## config.mk

```make
export PLATFORM = sky130hd
export DESIGN_NAME = gauss_window_feeder
export DESIGN_NICKNAME = d
export VERILOG_FILES = /design/src/rtl/gauss_window_feeder.sv
export SDC_FILE = /design/constraint.sdc
export NUM_CORES = 1
export LEC_CHECK = 0
export ABC_CLOCK_PERIOD_IN_PS = 2900
export CORE_MARGIN = 2
export CORE_UTILIZATION = 50
export DETAILED_ROUTE_END_ITERATION = 6
export GPL_TIMING_DRIVEN = 0
export PLACE_DENSITY = 0.83
export SLEW_MARGIN = 20
export SYNTH_ARGS = -nofsm -noshare
export SYNTH_HDL_FRONTEND = slang
export SYNTH_SLANG_ARGS = --single-unit
export TNS_END_PERCENT = 100
```

## constraint.sdc

```tcl
create_clock -name clk -period 2.9 [get_ports clk]
set_input_delay 0.725 -clock clk [delete_from_list [all_inputs] [get_ports clk]]
set_output_delay 0.725 -clock clk [all_outputs]
set_load 0.05 [all_outputs]
```

## src/rtl/gauss_window_feeder.sv

```systemverilog
// gauss_window_feeder
// Builds the TAPS-wide horizontal pixel window for the Gaussian dot-product
// stage. It emits one window per accepted pixel, centred on that pixel.
// The left and right image borders are edge-replicated by default.
// Define GAUSS_WIN_ZERO_PAD_EN to use zero padding at the borders instead.
// Window orientation: out_win[0] is the newest (rightmost) pixel,
// out_win[TAPS-1] is the oldest (leftmost) pixel, and out_win[HALF] is the centre.
module gauss_window_feeder #(
  parameter int DATA_W = 8,
  parameter int TAPS   = 11
) (
  input  logic              clk,
  input  logic              rst_n,
  input  logic [DATA_W-1:0] in_pix,
  input  logic              in_valid,
  input  logic              in_eol,
  output logic              in_ready,
  output logic [DATA_W-1:0] out_win [TAPS-1:0],
  output logic              out_valid,
  output logic              out_sol,
  output logic              out_eol,
  input  logic              out_ready
);

  localparam int HALF  = (TAPS - 1) / 2;
  localparam int CNT_W = $clog2(HALF + 2);

  // A window is complete once the centre pixel has HALF right neighbours.
  localparam logic [CNT_W-1:0] FULL_CNT = CNT_W'(HALF + 1);
  localparam logic [CNT_W-1:0] ONE_CNT  = CNT_W'(1);

  typedef enum logic [1:0] {
    IDLE,
    FILL,
    RUN,
    FLUSH
  } state_t;

  state_t            state_reg, state_next;
  logic [CNT_W-1:0]  filled_reg, filled_next;
  logic [CNT_W-1:0]  lag_reg, lag_next;
  logic              valid_reg, valid_next;
  logic              sol_reg, sol_next;
  logic [DATA_W-1:0] win_reg  [TAPS-1:0];
  logic [DATA_W-1:0] win_next [TAPS-1:0];

  logic              ready_int;
  logic              consume;
  logic              win_load;
  logic              win_shift;
  logic [DATA_W-1:0] shift_pix;
  logic [DATA_W-1:0] border_load;
  logic [DATA_W-1:0] flush_pix;
  logic [CNT_W-1:0]  filled_inc;

  // Border policy: this sets what fills the non-newest taps on the first
  // pixel, and what is shifted in past the end of the line.
`ifdef GAUSS_WIN_ZERO_PAD_EN
  assign border_load = '0;
  assign flush_pix   = '0;
`else
  assign border_load = in_pix;
  assign flush_pix   = win_reg[0];
`endif

  assign consume    = valid_reg & out_ready;
  assign filled_inc = filled_reg + ONE_CNT;

  // Next-state, counter and window-control decode
  always_comb begin
    state_next  = state_reg;
    filled_next = filled_reg;
    lag_next    = lag_reg;
    valid_next  = valid_reg;
    sol_next    = sol_reg;
    win_load    = 1'b0;
    win_shift   = 1'b0;
    shift_pix   = in_pix;
    ready_int   = 1'b0;

    case (state_reg)
      IDLE: begin
        ready_int = 1'b1;
        if (in_valid) begin
          win_load    = 1'b1;
          filled_next = ONE_CNT;
          lag_next    = ONE_CNT;
          state_next  = in_eol ? FLUSH : FILL;
        end
      end

      FILL: begin
        ready_int = 1'b1;
        if (in_valid) begin
          win_shift   = 1'b1;
          filled_next = filled_inc;
          lag_next    = lag_reg + ONE_CNT;
          if (filled_inc == FULL_CNT) begin
            valid_next = 1'b1;
            sol_next   = 1'b1;
            state_next = in_eol ? FLUSH : RUN;
          end else if (in_eol) begin
            state_next = FLUSH;
          end
        end
      end

      RUN: begin
        // A held window blocks new pixels, because shifting would corrupt it.
        ready_int = !valid_reg | out_ready;
        if (in_valid && ready_int) begin
          win_shift  = 1'b1;
          valid_next = 1'b1;
          if (consume) begin
            sol_next = 1'b0;
          end else begin
            lag_next = lag_reg + ONE_CNT;
          end
          if (in_eol) begin
            state_next = FLUSH;
          end
        end else if (consume) begin
          valid_next = 1'b0;
          sol_next   = 1'b0;
          lag_next   = lag_reg - ONE_CNT;
        end
      end

      FLUSH: begin
        shift_pix = flush_pix;
        if (filled_reg != FULL_CNT) begin
          // The line was shorter than HALF+1, so pad the window up to the first centre.
          win_shift   = 1'b1;
          filled_next = filled_inc;
          if (filled_inc == FULL_CNT) begin
            valid_next = 1'b1;
            sol_next   = 1'b1;
          end
        end else if (consume) begin
          sol_next = 1'b0;
          lag_next = lag_reg - ONE_CNT;
          if (lag_reg == ONE_CNT) begin
            valid_next  = 1'b0;
            filled_next = '0;
            state_next  = IDLE;
          end else begin
            win_shift = 1'b1;
          end
        end
      end

      default: begin
        state_next = IDLE;
      end
    endcase
  end

  // Per-tap next value: load on line start, shift toward the oldest tap, or hold
  generate
    for (genvar gi = 0; gi < TAPS; gi++) begin : g_tap
      if (gi == 0) begin : g_newest
        assign win_next[gi] = win_load  ? in_pix    :
                              win_shift ? shift_pix : win_reg[gi];
      end else begin : g_older
        assign win_next[gi] = win_load  ? border_load :
                              win_shift ? win_reg[gi-1] : win_reg[gi];
      end
      assign out_win[gi] = win_reg[gi];
    end
  endgenerate

  // Control state register, with synchronous active-low reset
  always_ff @(posedge clk) begin
    if (!rst_n) begin
      state_reg  <= IDLE;
      filled_reg <= '0;
      lag_reg    <= '0;
      valid_reg  <= 1'b0;
      sol_reg    <= 1'b0;
    end else begin
      state_reg  <= state_next;
      filled_reg <= filled_next;
      lag_reg    <= lag_next;
      valid_reg  <= valid_next;
      sol_reg    <= sol_next;
    end
  end

  // Window register, which reset clears so that no stale pixels survive
  always_ff @(posedge clk) begin
    if (!rst_n) begin
      for (int i = 0; i < TAPS; i++) begin
        win_reg[i] <= '0;
      end
    end else begin
      for (int i = 0; i < TAPS; i++) begin
        win_reg[i] <= win_next[i];
      end
    end
  end

  assign in_ready  = rst_n & ready_int;
  assign out_valid = valid_reg;
  assign out_sol   = sol_reg;
  // The last window of a line is the one shown while exactly one is owed.
  assign out_eol   = valid_reg & (state_reg == FLUSH) & (lag_reg == ONE_CNT);

endmodule

```

# Word level (Yosys, flattened, before mapping)
# Memory sizes are Yosys's and may differ from the RTL's.
# Index checks and enable logic that the tools add are counted.
# totals
latch_bits	0
input_bits	13
regBits	10
ramBits	88
mem_bits_ro	0
output_inout_bits	92
mem_count	1
# op_classes
shift	0
n_addsub	3
bitwise	16
mux	80
n_eq_ne	16
n_lt_le_gt_ge	0
div_mod_pow	0
n_mul	0
n_reduce_logical	11
# memory_table
memory	depth	word_bits	read_ports	rd_clocked_by_memory_dff	write_ports	line	source
win_reg	11	8	11	0	11	44	logic [DATA_W-1:0] win_reg [TAPS-1:0];
# ops
operator	n
2-to-1 mux 8 bit	34
2-to-1 mux 3 bit	10
2-to-1 mux 1 bit	20
2-to-1 mux 2 bit	9
inequality test 3 bit (second input constant)	4
OR 1 bit	12
case mux 3 bit (4 select lines)	1
inequality test 2 bit (second input constant)	5
AND reduction 5 bit	2
case mux 1 bit (3 select lines)	3
case mux 3 bit (3 select lines)	1
case mux 2 bit (4 select lines)	1
adder 3 x 1 -> 3 bit (second input constant)	2
AND reduction 6 bit	1
nonzero test 3 bit	2
AND 1 bit	4
equality test 2 bit (second input constant)	2
AND reduction 4 bit	1
equality test 3 x 1 -> 1 bit (second input constant)	1
equality test 3 bit (second input constant)	1
inequality test 3 x 2 -> 1 bit (second input constant)	1
subtractor 3 x 1 -> 3 bit (second input constant)	1
equality test 2 x 1 -> 1 bit (second input constant)	1
logical NOT 2 bit	1
other kinds (6)	6

# Depth between registers and ports, before layout
# Gate-level depths: netlist of run 1.
# depth
ltp_word	8
mapped_depth	8
ltp_nobuf	6

# Least setup slack after synthesis of run 1
# OpenSTA, ideal clock, no wires.
# synth_path
kind	in2out
start	in out_ready
end	out in_ready
path_buffers	2
setup_slack_ns	0.442
cell_stages	5
t_arrival_ns	1.733
cell_sequence	nor2b_2 -> buf_6 -> o21ai_4 -> clkbuf_1 -> and2_1
# synth_between
elab_chain_len	3
# synth_lines
element	line	source
start: declaration	22	input logic out_ready
OR 1 bit	110	ready_int = !valid_reg | out_ready;
case mux 1 bit (2 select lines)	81	case (state_reg)
AND 1 bit	202	assign in_ready = rst_n & ready_int;
end: declaration	17	output logic in_ready,
# Every way passes these cells.

# Final worst setup path of run 1
# layout_path
start	reg state_reg[0]
end	out out_eol
# layout_between
elab_chain_len	3
# layout_lines
element	line	source
start: declaration	39	state_t state_reg, state_next;
start signal: assignment	181	state_reg <= state_next;
equality test 2 bit	206	assign out_eol = valid_reg & (state_reg == FLUSH) & (lag_reg == ONE_CNT);
AND 1 bit (2 in a row)	206	
end: declaration	21	output logic out_eol,
# Every way passes these cells.

==> results of run 1 <==
cells in the final DEF, fill, tap and decap left out, drive strengths merged, types with 2 or more instances in the layout:
| cell type | count |
|---|---|
| clkbuf | 46 |
| o31a | 2 |
| clkdlybuf4s50 | 100 |
| a21oi | 88 |
| nor2 | 2 |
| and2 | 12 |
| inv | 11 |
| buf | 45 |
| a211oi | 83 |
| clkinv | 3 |
| o31ai | 3 |
| nor2b | 6 |
| a31oi | 3 |
| o21a | 12 |
| nand4b | 2 |
| nand3 | 4 |
| a21boi | 9 |
| o2111a | 2 |
| dfxtp | 98 |
| clkinvlp | 2 |
| o21ai | 6 |
| o221a | 2 |
| a21o | 2 |
| nand2 | 8 |
| nand2b | 3 |
| and3 | 9 |
| nor3 | 3 |
| a221oi | 81 |
| ha | 6 |
critical path, stage by stage, from the launching register on:
cell and delay [ns]:
dfxtp_1 0.31, buf_2 0.21, and2_1 0.15, buf_2 0.28
clkbuf_4 0.28, and3_1 0.19, buf_4 0.20
layout make-up:
| cell class | instances | area, um2 |
|---|---|---|
| buffer | 80 | 420.4 |
| clock inverter | 7 | 68.82 |
| inverter | 10 | 37.54 |
| fill | 895 | 3872 |
| sequential | 98 | 1962 |
| clock buffer | 9 | 123.9 |
| multi-input combinational | 365 | 3003 |
| timing repair buffer | 104 | 1035 |
| tap | 140 | 175.2 |
stage by stage:
stage / cells / area [um2] / setup WS (ns) / power (mW)
after global placement: 798 / 6635 / -1.044 / 2.932
final: 813 / 6825 / 0.1636 / 3.866
after CTS: 814 / 6828 / 0.03818 / 3.847
after detailed placement: 798 / 6635 / -1.077 / 2.961
after floorplan: 555 / 5429 / 0.4417 / 2.547
after global routing: 813 / 6825 / 0.04522 / 3.998
where the power goes:
| part | switching (mW) | internal [mW] | leakage (nW) |
|---|---|---|---|
| logic | 0.878 | 0.476 | 1.42 |
| clock network | 0.519 | 0.398 | 0.0954 |
| registers | 0.126 | 1.47 | 0.810 |
| total | 1.52 | 2.34 | 2.32 |
logic make-up after synthesis:
| family | after synthesis | share of synthesized area [%] |
|---|---|---|
| compound gates | 301 | 47.20 |
| flops | 98 | 36.14 |
| buf+inv | 92 | 8.550 |
| simple gates | 56 | 6.407 |
| fa+ha+maj | 6 | 1.383 |
| xor+xnor | 2 | 0.3227 |
worst max-delay path by stage:
stage                                          from        to  slack [ns]  cells past startpoint
after global placement                    out_ready  in_ready       -1.04                      7
final                     state_reg[0]$_SDFFE_PN0P_   out_eol        0.16                      6
after detailed placement                  out_ready  in_ready       -1.08                      7
after global routing      state_reg[0]$_SDFFE_PN0P_   out_eol        0.05                      6
after CTS                 state_reg[0]$_SDFFE_PN0P_   out_eol        0.04                      7
after floorplan                           out_ready  in_ready        0.44                      5
routing by layer:
layer | vias to the layer above | wire length (um)
li1 | 2427 | -
met1 | 2691 | 7680
met2 | 306 | 8212
met3 | 25 | 1555
met4 | 0 | 235
met5 | - | 0
what timing repair did:
action	in CTS	in global routing
hold buffers	0	0
setup buffers	1	0
setup endpoints to repair	2	1
gates resized for setup	11	1
pin swaps	1	0
==> impl_metrics.toml, run 1 <==
[synthesis]
ys_top_cells_by_count = "dfxtp_1, a21oi_1, a221oi_1, a211oi_2, clkbuf_1"
synth.avg_cell_area_um2 = 9.782
yosys-top-cells-area = "dfxtp_1, a211oi_2, a221oi_1"
netlist.area_leader.share_pct = 36.14
syn_inst = 555
yosysTopAreaCell = "dfxtp_1"
synth_area_mm2 = 0.005429
syn_nets = 574
seq_area_frac_synth_pct = 36.14
async_reset_ff_share_pct = 0
synth_warnings = 0
ys_ff_latch = 98
synth_edf_count = 0
post-synth-top-count-cell = "dfxtp_1"
yosys_most_used_dff = "dfxtp_1"
yosysUniqueCellTypes = 55

[global_route]
grt_max_degree = 17
grt_usage_pct = 29.82
met1_usage_pct = 42.70
grt_pass1_vias = 4876
use_met2_pct = 45.78
grt.busiest_layer = "met2"
antenna_found_initial = 0
grt_use_met3_pct = 6.209
grt.overflow.total = 0
grt_pass1_wl_um = 27360

[sta]
fin_crit_ns = 2.736
hold_viol = 0
clock.fmax_mhz = 365.4
report.final.slew_viol_count = 0
holdWs_ns = 0.5365
fin_skew_ns = 0.01266
slew_headroom_pct = 49.70
rsz0062_at_grt = "no"
finalSetupViolCount = 0
fin_setup_tns_ns = 0
tightest_slew_ns = 0.7545
period_share_pct = 94.36

[clock_tree]
root_buffer = "clkbuf_8"
cts_buffer_depth = 2
htreeDepth = 3
cts_sinks = 98
clkLatencyLatePin_ns = 0.38
numCtsBuffers = 9
clk_pin_slew_worst_paths_ns = 0.10
cts_tree = "yes"

[worst_setup_path]
path_class = "flop to output port"
worstReg2RegStart = "lag_reg[1]$_SDFFE_PN0P_"
reg2reg_depth = 8
crit_path_start_kind = "flop"
reg2reg_to = "win_reg[8][6]$_SDFFE_PN0P_"
reg2reg_setup_slack_ns = 0.78
end_kind = "output port"
worstPathArrival_ns = 2.01
critPathMaxFanout = 14
worstPathRequired_ns = 2.17

[finish]
syn2layout_area_growth_pct = 25.72
fin_util_pct = 63.80
drive_gt1_share_pct = 23.92
final_nets = 687
antenna_cells = 0
largest_reg_flops = 88

[place]
buffer_ports.inserted = 103
dp_hpwl_um = 12280
place.gp.congestion = 0.8954

[min_path]
hold_path.class = "flop to flop"
hold_end = "lag_reg[1]$_SDFFE_PN0P_"
hold_path.startpoint = "lag_reg[1]$_SDFFE_PN0P_"
hold_path_depth = 2

[drt]
via_count = 5449
routedWlPerCell_um = 21.75
ant_nets = 0
first_pass_iters = 5
via_per_inst = 6.702
drc = 0
routed_wirelength_um = 17680
drt_iter0_drc = 499

[floorplan]
core_mm2 = 0.01070
die_h_um = 108.2
io_pins = 105
start_util_pct = 50.75
die_area_mm2 = 0.01171
rows = 38
fp.dieW_um = 108.2

[flow_run]
maxCapViolations = 0

[power]
power_density_mw_per_mm2 = 566.4
peakVddDrop_uv = 314.2
power_leakage_nw = 2.324

[status]
outcome = "finished clean"
Power figures use the tool's default switching activity.
==> run 2: changes to the inputs <==
--- a/config.mk
+++ b/config.mk
@@ -6,7 +6,7 @@
 export NUM_CORES = 1
 export LEC_CHECK = 0
 export ABC_CLOCK_PERIOD_IN_PS = 2900
-export CORE_MARGIN = 2
+export CORE_MARGIN = 5
 export CORE_UTILIZATION = 50
 export DETAILED_ROUTE_END_ITERATION = 6
 export GPL_TIMING_DRIVEN = 0
==> impl_metrics.toml, run 2 (same netlist as run 1, synthesis figures left out) <==
[min_path]
hold_path.startpoint = "lag_reg[1]$_SDFFE_PN0P_"
hold_path.class = "flop to flop"

[power]
power_leakage_nw = 2.336
peakVddDrop_uv = 299.0
power_density_mw_per_mm2 = 561.6

[global_route]
grt_pass1_vias = 5351
grt.overflow.total = 0
grt_usage_pct = 26.90
grt_pass1_wl_um = 28530
antenna_found_initial = 0
grt_max_degree = 19

[sta]
clock.fmax_mhz = 364.5
report.final.slew_viol_count = 0
slew_headroom_pct = 48.87
hold_viol = 0
fin_skew_ns = 0.01978
fin_ws_ns = 0.1567
period_share_pct = 94.60
tightest_slew_ns = 0.7669
finalSetupViolCount = 0
fin_crit_ns = 2.743
rsz0062_at_grt = "no"

[clock_tree]
cts_buffer_depth = 2
root_buffer = "clkbuf_8"
numCtsBuffers = 9
clk_pin_slew_worst_paths_ns = 0.10
cts_tree = "yes"
htreeDepth = 3
cts_sinks = 98
clkLatencyLatePin_ns = 0.38

[place]
dp_hpwl_um = 12590
post-place-ws_ns = -1.084
dpl_cell_area_mm2 = 0.006635
buffer_ports.inserted = 103
post-place-cells = 798
place.gp.congestion = 0.9422

[floorplan]
core_mm2 = 0.01075
die_area_mm2 = 0.01304
start_util_pct = 50.52
die_h_um = 114.2
fp.dieW_um = 114.2
rows = 38
io_pins = 105

[finish]
drive_gt1_share_pct = 23.92
seqCellArea_mm2 = 0.001962
largest_reg_flops = 88
design_area_mm2 = 0.006829
syn2layout_area_growth_pct = 25.79
final_nets = 687
multi_input_area_mm2 = 0.003003
antenna_cells = 0
most-common-layout-cells = "clkdlybuf4s50_1, dfxtp_1, a21oi_1, a221oi_1, a211oi_2"
final_common_cell = "clkdlybuf4s50_1"
filler_cell_count = 886
layout.cells.non_filler = 813

[worst_setup_path]
end_kind = "output port"
cp-endpoint = "out_eol"
reg2reg_to = "win_reg[10][0]$_SDFFE_PN0P_"
critPathMaxFanout = 14
path_class = "flop to output port"
startpoint = "state_reg[0]$_SDFFE_PN0P_"
crit_path_start_kind = "flop"
worstPathArrival_ns = 2.02
worstReg2RegStart = "lag_reg[1]$_SDFFE_PN0P_"
worstPathRequired_ns = 2.17
reg2reg_setup_slack_ns = 0.80
reg2reg_depth = 8

[status]
outcome = "finished clean"

[flow_run]
maxCapViolations = 0

[drt]
first_pass_iters = 6
routedWlPerCell_um = 22.00
routed_wirelength_um = 17890
drc = 0
via_per_inst = 6.882
drt_iter0_drc = 812
ant_nets = 0
via_count = 5595
-- run 2: worst min-delay path by stage --
stage / to / depth (start not counted)
after floorplan: lag_reg[1]$_SDFFE_PN0P_ / 2
after global placement: lag_reg[1]$_SDFFE_PN0P_ / 2
after detailed placement: lag_reg[1]$_SDFFE_PN0P_ / 2
after CTS: lag_reg[1]$_SDFFE_PN0P_ / 2
after global routing: lag_reg[1]$_SDFFE_PN0P_ / 2
final: lag_reg[1]$_SDFFE_PN0P_ / 2
-- run 2: per-stage QoR --
stage | util [%] | power (mW) | hold slack (ns) | setup TNS [ns]
after floorplan | - | 2.547 | 0.4817 | 0
after global placement | 61.75 | 2.931 | 0.5050 | -1.176
after detailed placement | 61.75 | 2.962 | 0.5139 | -1.255
after CTS | 63.55 | 3.819 | 0.5294 | 0
after global routing | 63.55 | 3.973 | 0.5638 | 0
final | 63.55 | 3.835 | 0.5409 | 0
-- run 2: critical path, cell delays in order, from the launching register on --
cell and delay (ns):
dfxtp_1 0.33, buf_2 0.22, and2_1 0.15, buf_2 0.27, buf_4 0.25, and3_1 0.20, clkbuf_4 0.24
-- run 2: final cells by class --
type / count / area share (%)
clock inverters: 6 / 0.8794
repair buffers: 104 / 15.13
plain buffers: 80 / 6.156
inverters: 10 / 0.5497
well taps: 140 / 2.565
flip-flops and latches: 98 / 28.73
clock buffers: 10 / 2.015
multi-input cells: 365 / 43.97
-- run 2: power breakdown --
group | switching, mW | internal [mW]
logic | 0.881 | 0.475
registers | 0.128 | 1.47
clock network | 0.527 | 0.354
total | 1.54 | 2.30
-- run 2: repair_timing --
item	in CTS	in global routing
buffers inserted	1	0
pin swaps	1	0
endpoints found under the hold margin	0	0
hold buffers	0	0
gates resized for setup	11	2
setup endpoints to repair	2	2
-- run 2: layer usage --
metal / vias to the layer above / wire, um / GRT usage [%]
li1: 2433 / - / -
met1: 2727 / 7337 / 37.23
met2: 380 / 8150 / 41.57
met3: 55 / 1803 / 4.070
met4: 0 / 595 / 11.88
met5: - / 0 / 0
==> run 3: changes to the inputs <==
--- a/config.mk
+++ b/config.mk
@@ -5,12 +5,14 @@
 export SDC_FILE = /design/constraint.sdc
 export NUM_CORES = 1
 export LEC_CHECK = 0
-export ABC_CLOCK_PERIOD_IN_PS = 2900
+export ABC_AREA = 1
+export ABC_CLOCK_PERIOD_IN_PS = 3100
 export CORE_MARGIN = 5
 export CORE_UTILIZATION = 50
 export DETAILED_ROUTE_END_ITERATION = 6
+export DONT_BUFFER_PORTS = 1
 export GPL_TIMING_DRIVEN = 0
-export PLACE_DENSITY = 0.83
+export PLACE_DENSITY = 0.71
 export SLEW_MARGIN = 20
 export SYNTH_ARGS = -nofsm -noshare
 export SYNTH_HDL_FRONTEND = slang
==> constraint.sdc (replaced) <==
create_clock -name clk -period 3.1 [get_ports clk]
set_input_delay 0.775 -clock clk [delete_from_list [all_inputs] [get_ports clk]]
set_output_delay 0.775 -clock clk [all_outputs]
set_load 0.05 [all_outputs]
==> impl_metrics.toml, run 3 <==
[floorplan]
die_h_um = 107.3
fp.dieW_um = 107.3
core_mm2 = 0.009240
die_area_mm2 = 0.01151
io_pins = 105
rows = 35
start_util_pct = 51.23

[drt]
ant_nets = 0
via_per_inst = 5.575
wl_met2_um = 6308
routed_wirelength_um = 14020
via_count = 4739
wl_met1_um = 6027
drt_iter0_drc = 323
drc = 0
routedWlPerCell_um = 16.49
highest_layer = "met4"
met3_length_um = 1429
first_pass_iters = 5

[sta]
tightest_slew_ns = 0.8437
report.final.slew_viol_count = 0
clock.fmax_mhz = 335.4
slew_headroom_pct = 43.44
finalSetupViolCount = 0
hold_viol = 0
period_share_pct = 96.19
fin_skew_ns = 0.01398
rsz0062_at_grt = "no"
fin_crit_ns = 2.982

[finish]
design_area_mm2 = 0.005102
final_nets = 735
drive_gt1_share_pct = 7.628
antenna_cells = 0
seqCellArea_mm2 = 0.001962
largest_reg_flops = 88
final_common_cell = "nor2_1"
most-common-layout-cells = "nor2_1, nand2_1, dfxtp_1, o21ai_0, nand3_1"
syn2layout_area_growth_pct = 7.798
fin_util_pct = 55.22
multi_input_area_mm2 = 0.002425
filler_cell_count = 934

[worst_setup_path]
cp_slowest_cell = "clkbuf_1"
reg2reg_to = "win_reg[10][2]$_SDFFE_PN0P_"
reg2reg_setup_slack_ns = 0.94
crit_buf_inv = 3
max_stage_delay_ns = 0.38
cp_common_cell = "clkbuf_1"
critPathMaxFanout = 10
end_kind = "output port"
worstPathRequired_ns = 2.32
worstPathArrival_ns = 2.21
worstReg2RegStart = "out_valid$_SDFFE_PN0P_"
crit_family = "buffers and inverters"
crit_chain = "clkbuf_1, clkinv_2, clkbuf_1, nor2_4"
reg2reg_depth = 8
crit_path_start_kind = "input port"
path_class = "input port to output port"

[power]
clkPwrFrac_pct = 25.0
combPwrFrac_pct = 17.9
seqPwrFrac_pct = 57.1
internal_power_mw = 1.964
switching_share_pct = 41.39
peakVddDrop_uv = 223.8
p_sw_mw = 1.387
power_leakage_nw = 2.228
power_density_mw_per_mm2 = 656.9

[synthesis]
async_reset_ff_share_pct = 0
ys_ff_latch = 98
netlist.area_leader.share_pct = 41.45
syn_inst = 705
yosys-top-cells-area = "dfxtp_1, nor2_1, o21ai_0"
synth_area_mm2 = 0.004733
yosys_most_used_dff = "dfxtp_1"
yosysUniqueCellTypes = 28
synth_warnings = 0
post-synth-top-count-cell = "nor2_1"
ys_top_cells_by_count = "nor2_1, nand2_1, dfxtp_1, o21ai_0, nand3_1"
synth.avg_cell_area_um2 = 6.714
synth_edf_count = 0
yosysTopAreaCell = "dfxtp_1"
syn_nets = 724
seq_area_frac_synth_pct = 41.45

[place]
dp_hpwl_um = 10200
dpl_cell_area_mm2 = 0.004900
place.gp.congestion = 0.9094
buffer_ports.inserted = 0

[flow_run]
maxCapViolations = 0

[global_route]
antenna_found_initial = 0
grt_max_degree = 17
grt.overflow.total = 0
grt_usage_pct = 24.44
grt_pass1_vias = 4261
grt_pass1_wl_um = 22320

[min_path]
hold_path.class = "flop to flop"
hold_path.startpoint = "filled_reg[0]$_SDFFE_PN0P_"
hold_end = "filled_reg[0]$_SDFFE_PN0P_"
hold_path_depth = 2

[clock_tree]
post_cts_resized = 3
clkLatencyLatePin_ns = 0.37
cts_sinks = 98
htreeDepth = 3
numCtsBuffers = 9
postCtsSetupBuffers = 0
cts_buffer_depth = 2
clk_pin_slew_worst_paths_ns = 0.09
cts_tree = "yes"
cts_hold_buf = 0
root_buffer = "clkbuf_8"

[status]
outcome = "finished clean"
run 3: worst max-delay path by stage:
stage                from  endpoint  slack (ns)  cells after the start
finish              rst_n  in_ready        0.12                      4
global route        rst_n  in_ready       0.003                      4
CTS                 rst_n  in_ready        0.12                      4
detailed placement  rst_n  in_ready       -0.41                      4
global placement    rst_n  in_ready       -0.46                      4
floorplan           rst_n  in_ready        0.17                      4
run 3: area by class of cell:
cell class	instances	area share [%]
sequential	98	38.45
clock buffer	11	2.575
tap	129	3.163
inverter	30	2.231
buffer	47	4.831
clock inverter	5	1.226
multi-input combinational	530	47.52
run 3: power by group through the flow:
stage	logic [mW]	clock network [mW]	registers, mW
6_report	0.599	0.838	1.91
2_1_floorplan	0.466	0	1.89
3_5_place_dp	0.591	0	1.95
5_1_grt	0.687	0.905	1.93
4_1_cts	0.595	0.857	1.92
3_3_place_gp	0.578	0	1.94
run 3: logic make-up after synthesis:
| logic type | Yosys count | share of synthesized area, % |
|---|---|---|
| xor+xnor | 2 | 0.3701 |
| buf+inv | 77 | 7.586 |
| simple gates | 392 | 34.55 |
| fa+ha+maj | 6 | 1.586 |
| flops | 98 | 41.45 |
| compound gates | 130 | 14.46 |
run 3: layer usage:
metal  up-vias  global-route usage [%]
met2       186                   37.98
met5         -                       0
met4         0                   6.941
li1       2317                       -
met3        33                   8.458
met1      2203                   32.20
run 3: worst min-delay path, stage by stage (launching register included):
cell	delay (ns)
dfxtp_1	0.35
inv_1	0.08
a21oi_1	0.06
run 3: through the flow:
step	hold WS (ns)	setup TNS (ns)	power (mW)	worst slack [ns]	instances
after floorplan	0.4742	0	2.361	0.1707	705
after global placement	0.4966	-0.4605	2.523	-0.4605	834
after detailed placement	0.5087	-0.4073	2.539	-0.4073	834
after CTS	0.5163	0	3.370	0.1168	850
after global routing	0.5158	0	3.525	0.002715	850
final	0.5227	0	3.352	0.1181	850
